**config.mk**
```make
export PLATFORM = sky130hd
export DESIGN_NAME = irq_source_ctrl
export DESIGN_NICKNAME = d
export VERILOG_FILES = /design/src/rtl/irq_source_ctrl.sv
export SDC_FILE = /design/constraint.sdc
export NUM_CORES = 1
export LEC_CHECK = 0
export ABC_AREA = 1
export BUFFER_PORTS_ARGS = -buffer_cell sky130_fd_sc_hd__buf_2
export CORE_ASPECT_RATIO = 2
export CORE_UTILIZATION = 55
export DETAILED_ROUTE_END_ITERATION = 10
export HOLD_SLACK_MARGIN = 0.1
export PLACE_DENSITY = 0.78
export SLEW_MARGIN = 5
export SYNTH_ARGS = -nofsm -noshare
export SYNTH_HDL_FRONTEND = slang
export SYNTH_SLANG_ARGS = --single-unit
```
**constraint.sdc**
```tcl
create_clock -name clk -period 3.1 [get_ports clk]
set_clock_uncertainty 0.15 [all_clocks]
set_input_delay 0.93 -clock clk [delete_from_list [all_inputs] [get_ports clk]]
set_output_delay 0.93 -clock clk [all_outputs]
set_load 0.01 [all_outputs]
```
**src/rtl/irq_source_ctrl.sv**
```systemverilog
// Interrupt source controller: debounced pushbutton plus Ethernet receive FIFO, arbitrated
// into one interrupt at a time. Define IRQ_DROP_CNT_EN to add the drop_count port.
module irq_source_ctrl #(
  parameter int unsigned DEBOUNCE_CYCLES = 16,
  parameter int unsigned FIFO_DEPTH      = 4,
  parameter logic [31:0] KEY_CODE        = 32'h0000_0001
) (
  input  logic        clk,
  input  logic        rst,
  input  logic        key_raw,
  input  logic        eth_valid,
  input  logic [31:0] eth_data,
  output logic        eth_ready,
  input  logic        irq_ack,
  input  logic        irq_done,
`ifdef IRQ_DROP_CNT_EN
  output logic [15:0] drop_count,
`endif
  output logic        interrupt_key,
  output logic        interrupt_eth,
  output logic [31:0] interrupt_source_data
);

  localparam int unsigned AW = $clog2(FIFO_DEPTH);
  localparam int unsigned CW = $clog2(DEBOUNCE_CYCLES + 1);

  typedef enum logic [1:0] {StIdle, StKey, StEth, StWait} state_e;

  state_e        state_q, state_d;
  logic          sync1_q, sync2_q;
  logic          deb_q, deb_d, deb_prev_q;
  logic [CW-1:0] cnt_q, cnt_d;
  logic          key_pend_q, key_pend_d;
  logic          key_rise;
  logic [AW:0]   wr_ptr_q, wr_ptr_d, rd_ptr_q, rd_ptr_d;
  logic [31:0]   mem_q [FIFO_DEPTH];
  logic          full, empty, push, pop;
  logic          irq_key_q, irq_eth_q;
  logic [31:0]   data_q, data_d;

  // Counter tracks how long the synchronised level has disagreed with the debounced one.
  always_comb begin
    cnt_d = cnt_q;
    deb_d = deb_q;
    if (sync2_q == deb_q) begin
      cnt_d = '0;
    end else if (cnt_q == CW'(DEBOUNCE_CYCLES - 1)) begin
      deb_d = sync2_q;
      cnt_d = '0;
    end else begin
      cnt_d = cnt_q + CW'(1);
    end
  end

  assign key_rise = deb_q & ~deb_prev_q;

  assign full  = (wr_ptr_q[AW] != rd_ptr_q[AW]) && (wr_ptr_q[AW-1:0] == rd_ptr_q[AW-1:0]);
  assign empty = (wr_ptr_q == rd_ptr_q);
  assign push  = eth_valid & ~full;
  assign pop   = (state_q == StEth) & irq_ack;

  always_comb begin
    wr_ptr_d = push ? wr_ptr_q + 1'b1 : wr_ptr_q;
    rd_ptr_d = pop  ? rd_ptr_q + 1'b1 : rd_ptr_q;
  end

  always_comb begin
    key_pend_d = key_pend_q;
    if (state_q == StKey && irq_ack) key_pend_d = 1'b0;
    if (key_rise)                    key_pend_d = 1'b1;
  end

  always_comb begin
    state_d = state_q;
    unique case (state_q)
      StIdle: begin
        if (key_pend_q)  state_d = StKey;
        else if (!empty) state_d = StEth;
      end
      StKey:   if (irq_ack)  state_d = StWait;
      StEth:   if (irq_ack)  state_d = StWait;
      StWait:  if (irq_done) state_d = StIdle;
      default: state_d = StIdle;
    endcase
  end

  // Payload follows the next state so it lands on the same edge as the request.
  always_comb begin
    data_d = '0;
    if (state_d == StKey)      data_d = KEY_CODE;
    else if (state_d == StEth) data_d = mem_q[rd_ptr_q[AW-1:0]];
  end

  always_ff @(posedge clk) begin
    if (push) mem_q[wr_ptr_q[AW-1:0]] <= eth_data;
  end

  always_ff @(posedge clk or posedge rst) begin
    if (rst) begin
      sync1_q    <= 1'b0;
      sync2_q    <= 1'b0;
      deb_q      <= 1'b0;
      deb_prev_q <= 1'b0;
      cnt_q      <= '0;
      key_pend_q <= 1'b0;
      wr_ptr_q   <= '0;
      rd_ptr_q   <= '0;
    end else begin
      sync1_q    <= key_raw;
      sync2_q    <= sync1_q;
      deb_q      <= deb_d;
      deb_prev_q <= deb_q;
      cnt_q      <= cnt_d;
      key_pend_q <= key_pend_d;
      wr_ptr_q   <= wr_ptr_d;
      rd_ptr_q   <= rd_ptr_d;
    end
  end

  always_ff @(posedge clk or posedge rst) begin
    if (rst) begin
      state_q   <= StIdle;
      irq_key_q <= 1'b0;
      irq_eth_q <= 1'b0;
      data_q    <= '0;
    end else begin
      state_q   <= state_d;
      irq_key_q <= (state_d == StKey);
      irq_eth_q <= (state_d == StEth);
      data_q    <= data_d;
    end
  end

  assign eth_ready             = ~full;
  assign interrupt_key         = irq_key_q;
  assign interrupt_eth         = irq_eth_q;
  assign interrupt_source_data = data_q;

`ifdef IRQ_DROP_CNT_EN
  logic [15:0] drop_cnt_q, drop_cnt_d;

  always_comb begin
    drop_cnt_d = drop_cnt_q;
    if (eth_valid && full && drop_cnt_q != 16'hFFFF) drop_cnt_d = drop_cnt_q + 16'd1;
  end

  always_ff @(posedge clk or posedge rst) begin
    if (rst) drop_cnt_q <= '0;
    else     drop_cnt_q <= drop_cnt_d;
  end

  assign drop_count = drop_cnt_q;
`endif

endmodule
```
==> impl_metrics.ini <==
[placed_design]
dp_hpwl_um = 8550
io_buffers = 72
gp_congestion = 0.805

[clocking]
clockRootBuffer = clkbuf_16
clock_sinks = 180
cts_buffers = 17
hold_buffers = 0
clockBufferDepth = 2
insertion_delay_ns = 0.42
ctsResizeCount = 0
post-cts-setup-buffers = 0
htree_levels = 4
path_clk_slew_ns = 0.06
cts_tree = yes

[timing]
fin_crit_sh_pct = 82.5
fmax_mhz = 391
rsz0062_at_grt = false
tns_ns = 0
min_period_ns = 2.56
finalSetupViolations = 0
worst_pin_slew_ns = 0.763
drv_slew = 0
hold_viol_final = 0
max_slew_margin_pct = 49.1

[routing]
routed.top_layer = met4
dr.first_iter.drc_count = 302
routed-wl-met2_um = 7860
viasPerCell = 5.51
ant_nets = 0
drcViolationCount = 0
routed_wl_um = 13900
m1WireLength_um = 4970
wl_met3_um = 643
routedWlPerCell_um = 18.3
num_vias = 4179
firstDrtPassIters = 4

[grt]
first_global_vias = 4543
grt_use_total_pct = 24.0
grt-ovfl-total = 0
grt_start_max_net_pins = 66
grt_pass1_wl_um = 22300
grt_antenna_before_repair = 0

[synthesis]
synth-compound-area-share_pct = 8.32
ys_seq_area_share_pct = 75.1
synth_top_area_share_pct = 56.1
synthesis.area_um2 = 6850
avgSynthCellArea_um2 = 13.2
synthAdderAreaFrac_pct = 1.83
synth_top_family_by_area = simple AND/OR/NAND/NOR gates
synth_cell_type_count = 25
ys_seq_elements = 180
syn_inst = 518
synth_nets = 566
synthTopCellsByArea = edfxtp_1 56%, dfrtp_1 19%, o21ai_0 5.0%, nor2_1 4.2%, o22ai_1 2.9%
ys_warn_count = 0
synth_simple_gate_area_share_pct = 9.16
yosys.area.top_type = edfxtp_1
synth_xor_area_share_pct = 0.876
synthMuxAreaShare_pct = 0

[worst_setup_path]
arrival_ns = 1.48
endpoint_kind = output pin
crit_fanout = 4
start_kind = flip-flop
path_class = reg -> out
crit_required_ns = 2.02

[power_and_ir_drop]
power.leakage_nw = 3.31
combinationalPowerShare_pct = 32.7
internal_power_mw = 5.11
p_per_area_nw_per_um2 = 1010
finalPower_mw = 8.04
switching_share_pct = 36.4
p_clk_share_pct = 25.6
max-vdd-ir-drop_uv = 802
switching_power_mw = 2.93
p_seq_share_pct = 41.7

[floorplanning]
design.core.area_um2 = 12100
die_width_um = 80.9
io_pins = 73
rows = 57
dieArea_um2 = 12900
initial_utilization_pct = 56.5
die_h_um = 160

[hold_path]
hold_path.class = reg -> reg

[finish]
nFillCells = 887
final_util_pct = 65.9
final_common_cell = edfxtp_1
n_antenna_cell = 0
final_cell_mix = 128 x edfxtp_1, 73 x nor2_1, 72 x buf_2, 68 x o21ai_0, 51 x dfrtp_1
fin_nets = 648
area_delta_synth_final_pct = 16.6
drive_gt1_share_pct = 25.7

[run]
cap_violations = 0

[run_status]
status = complete, no violations
flip-flops by register name, indices dropped and copies added, names as in the netlist:
register / cells
wr_ptr_q: 3
rd_ptr_q: 3
state_q: 2
interrupt_eth: 1
deb_prev_q: 1
cnt_q: 5
sync2_q: 1
sync1_q: 1
mem_q: 128
key_pend_q: 1
interrupt_key: 1
interrupt_source_data: 32
deb_q: 1
cell type report:
type                    instances  area (um2)  area share (%)
inverters                      53         199            2.49
flip-flops and latches        180        5150            64.4
clock buffers                  18         429            5.37
well taps                     147         184            2.30
repair buffers                 86         478            5.98
multi-input cells             262        1410            17.7
clock inverters                13         139            1.74
kinds of logic after synthesis:
| logic type | count (synthesis) |
|---|---|
| buffers and inverters | 76 |
| adders and majority gates | 10 |
| and+or+nand+nor | 140 |
| xor gates and xnor gates | 6 |
| DFF | 180 |
| AOI/OAI and AO/OA | 106 |
critical path: stages, from the launching register on:
cell	delay [ns]
dfrtp_1	0.42
inv_1	0.13
nand2_1	0.06
nand2_1	0.12
nand4_1	0.15
buf_2	0.18
metal layers:
metal / vias to the layer above / global-route usage [%]
met5: - / 0
met4: 0 / 12.0
met3: 33 / 5.31
met2: 138 / 42.1
met1: 2061 / 26.3
li1: 1947 / -
path summary, 6_finish.rpt:
path                             start                   endpoint  slack (ns)  cells past startpoint
setup / recovery           wr_ptr_q[1]                  eth_ready        0.54                      5
max in group asynchronous          rst  interrupt_source_data[15]        1.65                      3
hold reg to reg                sync1_q                    sync2_q        0.21                      0
min in group asynchronous          rst   interrupt_source_data[7]        0.49                      2
setup reg to reg            state_q[0]  interrupt_source_data[31]        1.00                      9
hold / removal                 sync1_q                    sync2_q        0.21                      0
through the flow:
step,area (um2),worst slack (ns),hold WS (ns),cells
floorplan,6850,0.100,0.181,518
global placement,7420,0.841,0.190,728
detailed placement,7420,0.795,0.202,728
CTS,7990,0.531,0.216,759
global route,7990,0.448,0.218,759
finish,7990,0.542,0.213,759
cells in the mapped netlist:
master	instances
edfxtp_1	128
xnor2_2	1
inv_1	51
nand2_4	1
xnor2_1	1
o22ai_1	32
o21ai_0	68
ha_1	10
nand4_1	3
nand2_1	22
dfrtp_1	52
nor2_1	77
nand3_1	3
inv_2	2
nand2_2	2
xor2_1	4
a21oi_1	6
nor2_2	29
and3_1	1
buf_2	5
buf_6	4
buf_4	1
or2_1	1
clkbuf_1	13
nor3_1	1
power by group through the flow:
stage                     sequential, mW  clock [mW]  combinational, mW
after floorplan                     3.42           0               1.86
final                               3.35        2.06               2.63
after CTS                           3.35        2.09               2.67
after detailed placement            3.40           0               2.63
after global placement              3.37           0               2.49
after global routing                3.39        2.19               2.94
Note: power is estimated with default switching activity, not from simulation.
